===== config.mk =====
export PLATFORM = sky130hd
export DESIGN_NAME = tdc_thermo_encoder
export DESIGN_NICKNAME = d
export VERILOG_FILES = /design/src/rtl/tdc_thermo_encoder.sv
export SDC_FILE = /design/constraint.sdc
export NUM_CORES = 1
export LEC_CHECK = 0
export ABC_AREA = 1
export BUFFER_PORTS_ARGS = -buffer_cell sky130_fd_sc_hd__buf_4
export CORE_ASPECT_RATIO = 1.25
export CORE_MARGIN = 2
export CORE_UTILIZATION = 57
export CTS_CLUSTER_DIAMETER = 150
export DETAILED_ROUTE_END_ITERATION = 12
export PLACE_DENSITY = 0.78
export SLEW_MARGIN = 20
export SYNTH_ARGS = -nofsm -noshare
export SYNTH_HDL_FRONTEND = slang
export SYNTH_SLANG_ARGS = --single-unit

===== constraint.sdc =====
create_clock -name clk -period 3.5 [get_ports clk]
set_input_delay 0.175 -clock clk [delete_from_list [all_inputs] [get_ports clk]]
set_output_delay 0.175 -clock clk [all_outputs]
set_load 0.05 [all_outputs]

===== src/rtl/tdc_thermo_encoder.sv =====
// ---------------------------------------------------------------------------
// tdc_thermo_encoder
//
// Capture-and-encode stage that sits directly behind a CARRY4 delay line.
// The raw tap bus is registered every clock (two stages). The hit FSM watches
// the first tap of the second stage, so each delay-line pulse yields exactly
// one hit. The hit carries a bubble-tolerant fine count (the popcount of the
// taps) and the coarse cycle count that was sampled together with the taps.
// Timestamps leave through a single-entry valid/ready output register. Hits
// that arrive while that register is stalled are dropped and counted.
//
// Ports
//   clk         single clock
//   rst_n       synchronous, active-low reset
//   taps        raw carry-out bus (asynchronous to clk), bit 0 = first tap
//   enable      arms hit detection and runs the coarse counter
//   out_valid   timestamp available
//   out_ready   consumer accepts the timestamp
//   out_fine    number of ones in the captured taps
//   out_coarse  coarse count registered together with the taps
//   out_sat     every tap was 1 at capture (fine value overflowed)
//   drop_cnt    hits lost to backpressure, saturating
//   overflow    sticky, set on the first dropped hit
// ---------------------------------------------------------------------------
module tdc_thermo_encoder #(
  parameter int NCARRY4  = 2,
  parameter int COARSE_W = 16,
  parameter int FINE_W   = $clog2(4*NCARRY4+1),
  parameter int DROP_W   = 8
) (
  input  logic                   clk,
  input  logic                   rst_n,
  input  logic [4*NCARRY4-1:0]   taps,
  input  logic                   enable,
  output logic                   out_valid,
  input  logic                   out_ready,
  output logic [FINE_W-1:0]      out_fine,
  output logic [COARSE_W-1:0]    out_coarse,
  output logic                   out_sat,
  output logic [DROP_W-1:0]      drop_cnt,
  output logic                   overflow
);

  localparam int NTAPS = 4*NCARRY4;

  typedef enum logic {
    ARMED      = 1'b0,
    WAIT_CLEAR = 1'b1
  } state_t;

  // Counts ones anywhere in the word, so bubbles in the thermometer code
  // do not matter.
  function automatic logic [FINE_W-1:0] popcount(input logic [NTAPS-1:0] v);
    logic [FINE_W-1:0] cnt;
    cnt = '0;
    for (int i = 0; i < NTAPS; i++) begin
      cnt = cnt + FINE_W'(v[i]);
    end
    return cnt;
  endfunction

  function automatic logic [DROP_W-1:0] sat_inc(input logic [DROP_W-1:0] v);
    return (&v) ? v : v + DROP_W'(1);
  endfunction

  // Sampling registers. r_s1 is the metastability-capture stage: constrain it
  // ASYNC_REG and place it next to the CARRY4 cells.
  (* ASYNC_REG = "TRUE" *) logic [NTAPS-1:0] r_s1;
  (* ASYNC_REG = "TRUE" *) logic [NTAPS-1:0] r_s2;
  logic [COARSE_W-1:0] r_coarse;
  logic [COARSE_W-1:0] r_c1;
  logic [COARSE_W-1:0] r_c2;

  state_t r_state;
  state_t w_state_nxt;
  logic   w_hit;

  logic [FINE_W-1:0]   w_fine;
  logic                w_sat;
  logic                w_load;
  logic                w_drop;

  logic                r_out_valid;
  logic [FINE_W-1:0]   r_out_fine;
  logic [COARSE_W-1:0] r_out_coarse;
  logic                r_out_sat;
  logic [DROP_W-1:0]   r_drop_cnt;
  logic                r_overflow;

  // --- stage 0/1: capture taps and coarse count side by side ---
  always_ff @(posedge clk) begin
    if (!rst_n) begin
      r_s1     <= '0;
      r_s2     <= '0;
      r_c1     <= '0;
      r_c2     <= '0;
      r_coarse <= '0;
    end else begin
      r_s1 <= taps;
      r_s2 <= r_s1;
      r_c1 <= r_coarse;
      r_c2 <= r_c1;
      if (enable) begin
        r_coarse <= r_coarse + COARSE_W'(1);
      end
    end
  end

  // --- stage 2: hit detection and encoding on r_s2 ---
  always_ff @(posedge clk) begin
    if (!rst_n) begin
      r_state <= ARMED;
    end else begin
      r_state <= w_state_nxt;
    end
  end

  always_comb begin
    w_state_nxt = r_state;
    w_hit       = 1'b0;
    case (r_state)
      ARMED: begin
        if (r_s2[0] && enable) begin
          w_hit       = 1'b1;
          w_state_nxt = WAIT_CLEAR;
        end
      end
      WAIT_CLEAR: begin
        // Stay here while the line is still filled so a long pulse
        // produces only one hit.
        if (!r_s2[0]) begin
          w_state_nxt = ARMED;
        end
      end
      default: begin
        w_state_nxt = ARMED;
      end
    endcase
  end

  assign w_fine = popcount(r_s2);
  assign w_sat  = &r_s2;

  // A hit is taken when the slot is empty or being drained this cycle;
  // otherwise it is dropped and the held timestamp is left alone.
  assign w_load = w_hit && (!r_out_valid || out_ready);
  assign w_drop = w_hit && r_out_valid && !out_ready;

  // --- stage 3: single-entry output register ---
  always_ff @(posedge clk) begin
    if (!rst_n) begin
      r_out_valid  <= 1'b0;
      r_out_fine   <= '0;
      r_out_coarse <= '0;
      r_out_sat    <= 1'b0;
      r_drop_cnt   <= '0;
      r_overflow   <= 1'b0;
    end else begin
      if (w_load) begin
        r_out_valid  <= 1'b1;
        r_out_fine   <= w_fine;
        r_out_coarse <= r_c2;
        r_out_sat    <= w_sat;
      end else if (out_ready) begin
        r_out_valid  <= 1'b0;
      end
      if (w_drop) begin
        r_drop_cnt <= sat_inc(r_drop_cnt);
        r_overflow <= 1'b1;
      end
    end
  end

  assign out_valid  = r_out_valid;
  assign out_fine   = r_out_fine;
  assign out_coarse = r_out_coarse;
  assign out_sat    = r_out_sat;
  assign drop_cnt   = r_drop_cnt;
  assign overflow   = r_overflow;

endmodule


Word level (Yosys, flattened, before mapping)
Index checks and enable logic that the tools add are counted.
Word-level totals
  register bits: 96
Operators by class
  $add $sub $neg: 9
  multiplexer cells: 6
  bitwise gates (word level): 2
  reduce and logical (&&, ||, !) cells: 11
Operators by type and width (count)
  $add 16x1->16 const B: 1
  $add 4x1->4: 4
  $reduce_and 8->1: 2
  $add 8x1->8 const B: 1
  $mux 1: 5
  $add 3x1->4: 1
  $logic_and 1x1->1: 4
  $add 2x1->3: 1
  $add 1x1->2: 1
  $logic_not 1->1: 2
  $not 1->1: 2
  $pmux 1 s2: 1
  $reduce_and 2->1: 1
  $reduce_bool 2->1: 1
  $logic_or 1x1->1: 1

Longest topological paths before layout
Gate-level depths: netlist of run 1.
  depth in word-level cells: 7
  mapped depth: 10
  gate-level depth less buffers: 10

Worst setup path before layout of run 1
Ideal clock, no wire load.
  kind: flip-flop to flip-flop
  from: register r_s2[0]
  to: register r_out_fine[2], in the netlist out_fine[2]
  setup time: 0.070 ns
  arrival: 2.678 ns
  required time: 3.430 ns
  setup slack: 0.752 ns
  cell stages (with the launch flop): 11
  cells stage by stage: dfxtp_1 > fa_1 > inv_1 > fa_1 > fa_1 > inv_1 > ha_1 > inv_1 > fa_1 > xor2_1 > a21oi_1
On the way
  word-level cells in the longest chain between the ends: 7
Ends and longest elaborated chain
  start: declaration: RTL line 69  | (* ASYNC_REG = "TRUE" *) logic [NTAPS-1:0] r_s2;
  start signal: assignment: RTL line 100  | r_s2 <= r_s1;
  $add 1x1->2: RTL line 57  | cnt = cnt + FINE_W'(v[i]);
  $add 2x1->3: RTL line 57
  $add 3x1->4: RTL line 57
  $add 4x1->4 (4 in a row): RTL line 57
  end signal: assignment: RTL line 161  | r_out_fine <= w_fine;
  end: declaration: RTL line 84  | logic [FINE_W-1:0] r_out_fine;
Several ways; a longest one is shown, not always the timed one.
A chain may end at the register's enable or synchronous reset.

Worst setup path after layout of run 1
Ends and elaborated chain as after synthesis.

==> metrics.md, run 1 <==
| Metric | Value |
|---|---|
| Slew HR | `0.5003` |
| Unique masters post-synth | `28` |
| Vias | `2722` |
| Worst clock skew | `approximately 7.7 ps` |
| Peak Freq | `about 0.34 GHz` |
| CTS tree | `built` |
| Post-DR wirelength/cell | `~11 um` |
| Routed WL | `approximately 6300 um` |
| Post-DRT Antenna Nets | `0` |
| Mapped cell area | `3567 sq um` |
| Synth async-reset ratio | `0` |
| Vias/cell | `between 4 and 5` |
| Worst Hold Class | `primary input to register` |
| Core Area | `approximately 6100 sq um` |
| IO Count | `43` |
| Die X | `approximately 75 um` |
| Vias in the first global route | `between 2000 and 3000` |
| Hpwl dp | `between 3000 and 4000 um` |
| Status | `finished, final reports clean` |
| Worst-Margin Slew | `749.5 ps` |
| Leading area contributor after synthesis | `dfxtp_1` |
| Yosys warnings | `0` |
| Yosys reg bits | `between 90 and 100` |
| IO buf count | `42` |
| Number of synthesized flops with an enable pin | `0` |
| Crit end category | `register` |
| Startpoint types | `register` |
| Clock sinks | `96` |
| Post_cts resized | `0` |
| Drt pass-1 iters | `4` |
| Starting Density | `0.5823` |
| Worst EP arrival | `about 3100 ps` |
| Final Hold Fails | `0` |
| Die footprint | `6911 sq um` |
| Die height | `around 92 um` |
| CTS buffer count | `9` |
| Main synth FF type | `dfxtp_1` |
| Commonest non-fill, non-tap cell in the layout | `dfxtp_1` |
| Post-layout nets | `approximately 510` |
| GRT Util Overall | `0.2029` |
| CTS max path bufs | `2` |
| Fin crit share | `0.8323` |
| Register area share after synthesis | `0.5388` |
| CTS clock-pin slew for the worst setup and hold paths | `~90 ps` |
| Slew Limit Fails | `0` |
| Final period demand of the worst path | `2913 ps` |
| Overflow after GRT | `0` |
| Synth area leaders | `dfxtp_1 (54%), nand2_1 (8.9%), inv_1 (8.4%)` |
| Area grow syn2layout | `18.17%` |
| Leak | `0.002186 uW` |
| Row cnt | `32` |
| Worst VDD drop | `between 0.0002 and 0.0003 V` |
| Syn avg cell area | `a little over 8 sq um` |
| Most frequent cells in the layout | `dfxtp_1 (96), nand2_1 (85), inv_1 (80)` |
| CTS HTree Levels | `3` |
| Initial antenna violation count | `0` |
| Crit path kind | `register to register` |
| First-pass GRT wire length | `around 11000 um` |
| Final setup fails | `0` |
| Fin Setup TNS | `0 ps` |
| Root buf cell | `clkbuf_8` |
| Max Cap Viol | `0` |
| Final Util | `0.6881` |
| Synth top area share | `0.5388` |
| Drt drc | `0` |
| Latest clock arrival within the worst-skew pair | `360 ps` |
| Antenna cell count | `0` |
| Hold Buf Count CTS | `7` |
| Critical path peak fanout | `4` |
| Pwr Density | `between 400 and 500 nW/um^2` |
| Setup bufs post-CTS | `0` |
| Largest net degree at the start of global routing | `roughly 90` |
| Share of cells above drive strength 1 | `0.1469` |
| Starting DRT DRC Count | `approximately 150` |
| Post-Syn Instances | `438` |
| Required time of the critical path | `3710 ps` |
| RSZ-0062 raised after global routing | `no` |
| Post-Synthesis Net Count | `460` |
| Placer Congestion | `roughly 0.86` |
[cells in the mapped netlist (3+ instances only)]
master     n
inv_1     80
nor3_1     5
fa_1       4
nor2_2     3
nand2_1   85
a21oi_1   19
nor2_4     3
nand3_1   10
buf_2      6
o21ai_0   35
clkbuf_1   3
nor2_1    61
dfxtp_1   96
nand4_1    4
buf_6      4
ha_1       6
xor2_1     3
[registers in the layout (all words and copies together) (netlist names)]
name / cells
drop_cnt: 8
overflow: 1
r_coarse: 16
r_s2: 8
out_fine: 4
out_sat: 1
r_c2: 16
out_valid: 1
r_state: 1
r_c1: 16
out_coarse: 16
r_s1: 8
[kinds of logic (layout without fill, tap and decap cells)]
group	count (synthesis)	after routing	synth area share
flip-flops	96	96	0.5388
AND/OR/NAND/NOR	177	177	0.2157
AO/OA/AOI/OAI	56	56	0.08243
buffers and inverters	96	148	0.1122
adder cells (fa/ha/maj)	10	10	0.04349
XOR/XNOR	3	3	0.007367
[metrics by stage]
stage / instance area [sq um] / total power [uW] / setup WS (ps) / cells / hold slack (ps)
2_1_floorplan: 3567 / 1235 / 752.2 / 438 / 272.6
3_3_place_gp: 3902 / 1265 / 691.8 / 552 / 360.8
3_5_place_dp: 3902 / 1270 / 574.6 / 552 / 362.2
4_1_cts: 4215 / 2110 / 564.6 / 575 / 13.82
5_1_grt: 4215 / 2174 / 438.4 / 575 / 1.554
6_report: 4215 / 2094 / 586.8 / 575 / 14.62
[worst paths after layout]
kind / endpoint / slack [ps] / startpoint / depth (start not counted)
min: r_s1[0] / 10 / taps[0] / 3
min reg2reg: r_c2[5] / 410 / r_c1[5] / 2
max: out_fine[2] / 590 / r_s2[0] / 10
max reg2reg: out_fine[2] / 590 / r_s2[0] / 10
[final cells by class]
type                            instances  area, sq um
Clock buffer                            9        123.9
Clock inverter                          7        118.9
Fill cell                             513         1911
Inverter                               83        314.1
Multi-Input combinational cell        246         1245
Sequential cell                        96         1922
Tap cell                               85        106.4
Timing Repair Buffer                   49        385.4
[worst max-delay path: stages (launching register included)]
cell	delay, ps
dfxtp_1	380
fa_1	560
inv_1	50
fa_1	490
fa_1	410
inv_1	70
ha_1	170
inv_1	60
fa_1	380
xor2_1	140
a21oi_1	80
[layer usage]
metal | up-vias | track usage | wire length (um)
met3 | 10 | 0.05767 | 298
met5 | - | 0 | 0
met4 | 0 | 0.08333 | 115
li1 | 1416 | - | -
met1 | 1234 | 0.2518 | 2772
met2 | 62 | 0.3267 | 3069
[power by group]
part	internal (uW)	switching (uW)	total, uW
Sequential	1110	10.9	1120
Combinational	44.2	82.4	127
Clock	475	369	844
Total	1630	462	2090
Note: power is estimated with default switching activity, not from simulation.
==> inputs of run 2 (changes only) <==
ABC_AREA = 0   (was 1)
clock period = 3 ns   (was 3.5 ns; I/O delays follow)
==> run 2 against run 1 <==
  * Sequential power up 16%
  * Total power rose by 4.0%
  * Utilization increased by 1.7 points
  * First-iteration DRC count down 28%
  * Clock power shrank 7.8%
  * Register-to-register slack got worse by 500 ps
  * Synthesized area fell by 1.7%
  * Worst setup slack worse by 500 ps
  * Global-route usage fell by 0.39 points
  * Die area decreased by 1.6%
  * Combinational power decreased by 22%
  * Sequential share of layout area grew 0.97 points
==> metrics.md, run 2 <==
| Metric | Value |
|---|---|
| Status | `finished, final reports clean (unchanged)` |
| Final setup fails | `0 (unchanged)` |
| Syn avg cell area | `9.851 sq um (was 8.144 sq um)` |
| Drt pass-1 iters | `4 (unchanged)` |
| Antenna cell count | `0 (unchanged)` |
| Drt drc | `0 (unchanged)` |
| Post-DR wirelength/cell | `12.15 um (was 10.88 um)` |
| Pwr Density | `527.4 nW/um^2 (was 496.8 nW/um^2)` |
| Startpoint types | `register (unchanged)` |
| Worst clock skew | `7.670 ps (was 7.683 ps)` |
| Overflow after GRT | `0 (unchanged)` |
| Die footprint | `6800 sq um (was 6911 sq um)` |
| Crit path kind | `register to register (unchanged)` |
| Main synth FF type | `dfxtp_1 (unchanged)` |
| Synth async-reset ratio | `0 (unchanged)` |
| Core Area | `5857 sq um (was 6126 sq um)` |
| CTS max path bufs | `2 (unchanged)` |
| Crit-path cells | `fa_1 > inv_2 > fa_1 > fa_1 > inv_1 > ha_2 > inv_2 > fa_2 > xnor2_1 > nand2_1 > a21oi_1 (was fa_1 > inv_1 > fa_1 > fa_1 > inv_1 > ha_1 > inv_1 > fa_1 > xor2_1 > a21oi_1)` |
| Starting Density | `0.5988 (was 0.5823)` |
| Fin Setup TNS | `0 ps (unchanged)` |
| Worst-Margin Slew | `777.6 ps (was 749.5 ps)` |
| Synth area leaders | `dfxtp_1 (55%), and2_1 (8.2%), nand2_1 (5.6%) (was dfxtp_1 (54%), nand2_1 (8.9%), inv_1 (8.4%))` |
| Largest net degree at the start of global routing | `56 (was 88)` |
| Fillers | `468 (was 513)` |
| Most frequent cell after synthesis | `dfxtp_1 (unchanged)` |
| Initial antenna violation count | `0 (unchanged)` |
| FF+latch area | `1923 sq um (was 1922 sq um)` |
| CTS tree | `built (unchanged)` |
| IO Count | `43 (unchanged)` |
| Clock sinks | `96 (unchanged)` |
| Slew HR | `0.4809 (was 0.5003)` |
| Total power | `2178 uW (was 2094 uW)` |
| Final Hold Fails | `0 (unchanged)` |
| Slowest CP cell | `fa_1 (unchanged)` |
| Multi-input logic area | `1461 sq um (was 1245 sq um)` |
| Most frequent cells in the layout | `dfxtp_1 (95), nand2_1 (52), and2_1 (46) (was dfxtp_1 (96), nand2_1 (85), inv_1 (80))` |
| Most used cell, CP | `fa_1 (unchanged)` |
| IO buf count | `42 (unchanged)` |
| Vias/cell | `4.998 (was 4.734)` |
| Final period demand of the worst path | `2909 ps (was 2913 ps)` |
| WL met2 | `2930 um (was 3069 um)` |
| Die height | `91.70 um (was 92.45 um)` |
| Post-Syn Instances | `356 (was 438)` |
| Routed WL | `5940 um (was 6255 um)` |
| Number of synthesized flops with an enable pin | `0 (unchanged)` |
| Unique masters post-synth | `41 (was 28)` |
| Row cnt | `31 (was 32)` |
| Fin crit share | `0.9696 (was 0.8323)` |
| WL met1 | `2587 um (was 2772 um)` |
| Slowest Stage Delay on Critical Path | `550 ps (was 560 ps)` |
| Post-DRT Antenna Nets | `0 (unchanged)` |
| Synth cell count leaders | `dfxtp_1 (96), nand2_1 (52), and2_1 (46) (was dfxtp_1 (96), nand2_1 (85), inv_1 (80))` |
| Mapped cell area | `3507 sq um (was 3567 sq um)` |
| Register area share after synthesis | `0.5480 (was 0.5388)` |
| Max Cap Viol | `0 (unchanged)` |
| Hpwl dp | `3885 um (was 3927 um)` |
| Post-Synthesis Net Count | `378 (was 460)` |
| Crit end category | `register (unchanged)` |
| Yosys reg bits | `96 (unchanged)` |
| Vias in the first global route | `2372 (was 2596)` |
| Yosys warnings | `0 (unchanged)` |
| Root buf cell | `clkbuf_8 (unchanged)` |
| Required time of the critical path | `3280 ps (was 3710 ps)` |
| Starting DRT DRC Count | `105 (was 145)` |
| Setup slack at placement | `77.76 ps (was 574.6 ps)` |
| Share of cells above drive strength 1 | `0.1843 (was 0.1469)` |
| Peak Freq | `0.3438 GHz (was 0.3433 GHz)` |
| Vias | `2444 (was 2722)` |
| Placer Congestion | `0.8256 (was 0.8570)` |
| GRT Util Overall | `0.1990 (was 0.2029)` |
| Slew Limit Fails | `0 (unchanged)` |
| Post-layout nets | `424 (was 507)` |
| Leading area contributor after synthesis | `dfxtp_1 (unchanged)` |
| RSZ-0062 raised after global routing | `yes (was no)` |
| CTS clock-pin slew for the worst setup and hold paths | `100 ps (was 90 ps)` |
| Leak | `0.001706 uW (was 0.002186 uW)` |
| Area grow syn2layout | `17.77% (was 18.17%)` |
| CTS HTree Levels | `3 (unchanged)` |
| Die X | `74.16 um (was 74.76 um)` |
| Latest clock arrival within the worst-skew pair | `350 ps (was 360 ps)` |
| Setup WS post-layout | `91.08 ps (was 586.8 ps)` |
| Critical path peak fanout | `2 (was 4)` |
| Commonest non-fill, non-tap cell in the layout | `dfxtp_1 (unchanged)` |
| Worst VDD drop | `0.0003190 V (was 0.0002814 V)` |
| First-pass GRT wire length | `10440 um (was 10840 um)` |
| Met3 WL | `268 um (was 298 um)` |
| CTS buffer count | `9 (unchanged)` |
| Worst Hold Class | `primary input to register (unchanged)` |
| Worst EP arrival | `3190 ps (was 3130 ps)` |
| Top Layer Used | `met4 (unchanged)` |
| Synth top area share | `0.5480 (was 0.5388)` |
| Setup bufs post-CTS | `0 (unchanged)` |
## run 2: cell count changes in the layout (fill, tap and decap cells not counted), sizes merged, moves of 6 or more
cell / change
inv: -66
and2: +46
o21ai: -32
xnor2: +11
nand2: -35
nor2: -44
nor4: +6
a21oi: +6
## run 2: what timing repair did
| action | 4_1_cts | 5_1_grt |
|---|---|---|
| setup endpoints to repair | 0 | 1 |
| hold buffers | 7 | 0 |
| hold endpoints to repair | 7 | 0 |
| resized for setup | 0 | 5 |
## run 2: logic make-up (layout without fill, tap and decap cells)
group,Yosys count,count (layout),share of synthesized area
AO/OA/AOI/OAI,39,39,0.06636
XOR/XNOR,15,15,0.03746
adder cells (fa/ha/maj),10,10,0.04424
buffers and inverters,30,81,0.03675
flip-flops,96,96,0.5480
multiplexers,3,3,0.008563
AND/OR/NAND/NOR,163,163,0.2587
## run 2: area by class of cell
| type | count | share of cell area |
|---|---|---|
| Multi-Input combinational cell | 230 | 0.3538 |
| Clock inverter | 7 | 0.01515 |
| Timing Repair Buffer | 52 | 0.09876 |
| Tap cell | 82 | 0.02484 |
| Inverter | 13 | 0.01181 |
| Sequential cell | 96 | 0.4656 |
| Clock buffer | 9 | 0.02999 |
## run 2: final timing paths
check / from / to / slack (ps) / cells past startpoint
worst max-delay path: r_s2[0] / out_fine[2] / 90 / 11
worst min-delay path: taps[1] / r_s1[1] / 10 / 2
worst max register to register: r_s2[0] / out_fine[2] / 90 / 11
worst min register to register: r_c2[6] / out_coarse[6] / 430 / 2
## run 2: layer usage
layer  GRT usage  vias to the layer above
met5           0                        -
met4     0.09394                        0
met3     0.05385                       12
met2      0.3140                       56
met1      0.2484                     1121
li1            -                     1255
## run 2: critical path: cells and delay by family (launching register included)
kind	cells	cell delay [ps]
AND/OR/NAND/NOR	1	70
buffers and inverters	3	150
XOR/XNOR	1	160
flip-flops	1	340
AO/OA/AOI/OAI	1	110
adder cells (fa/ha/maj)	5	2010
## run 2: metrics by stage
| stage | hold WS (ps) | instance area, sq um | utilization | cells |
|---|---|---|---|---|
| finish | 11.29 | 4130 | 0.7052 | 489 |
| global route | 9.787 | 4130 | 0.7052 | 489 |
| CTS | 5.238 | 4124 | 0.7041 | 489 |
| detailed placement | 363.8 | 3867 | 0.6603 | 466 |
| global placement | 360.7 | 3867 | 0.6603 | 466 |
| floorplan | 277.3 | 3507 | - | 356 |
## run 2: power by group
part           leakage, uW  internal, uW  total, uW  switching (uW)
Combinational     0.000837          42.6       98.9            56.2
Sequential        0.000778          1290       1300            10.7
Clock            0.0000916           320        778             459
Total              0.00171          1650       2180             525
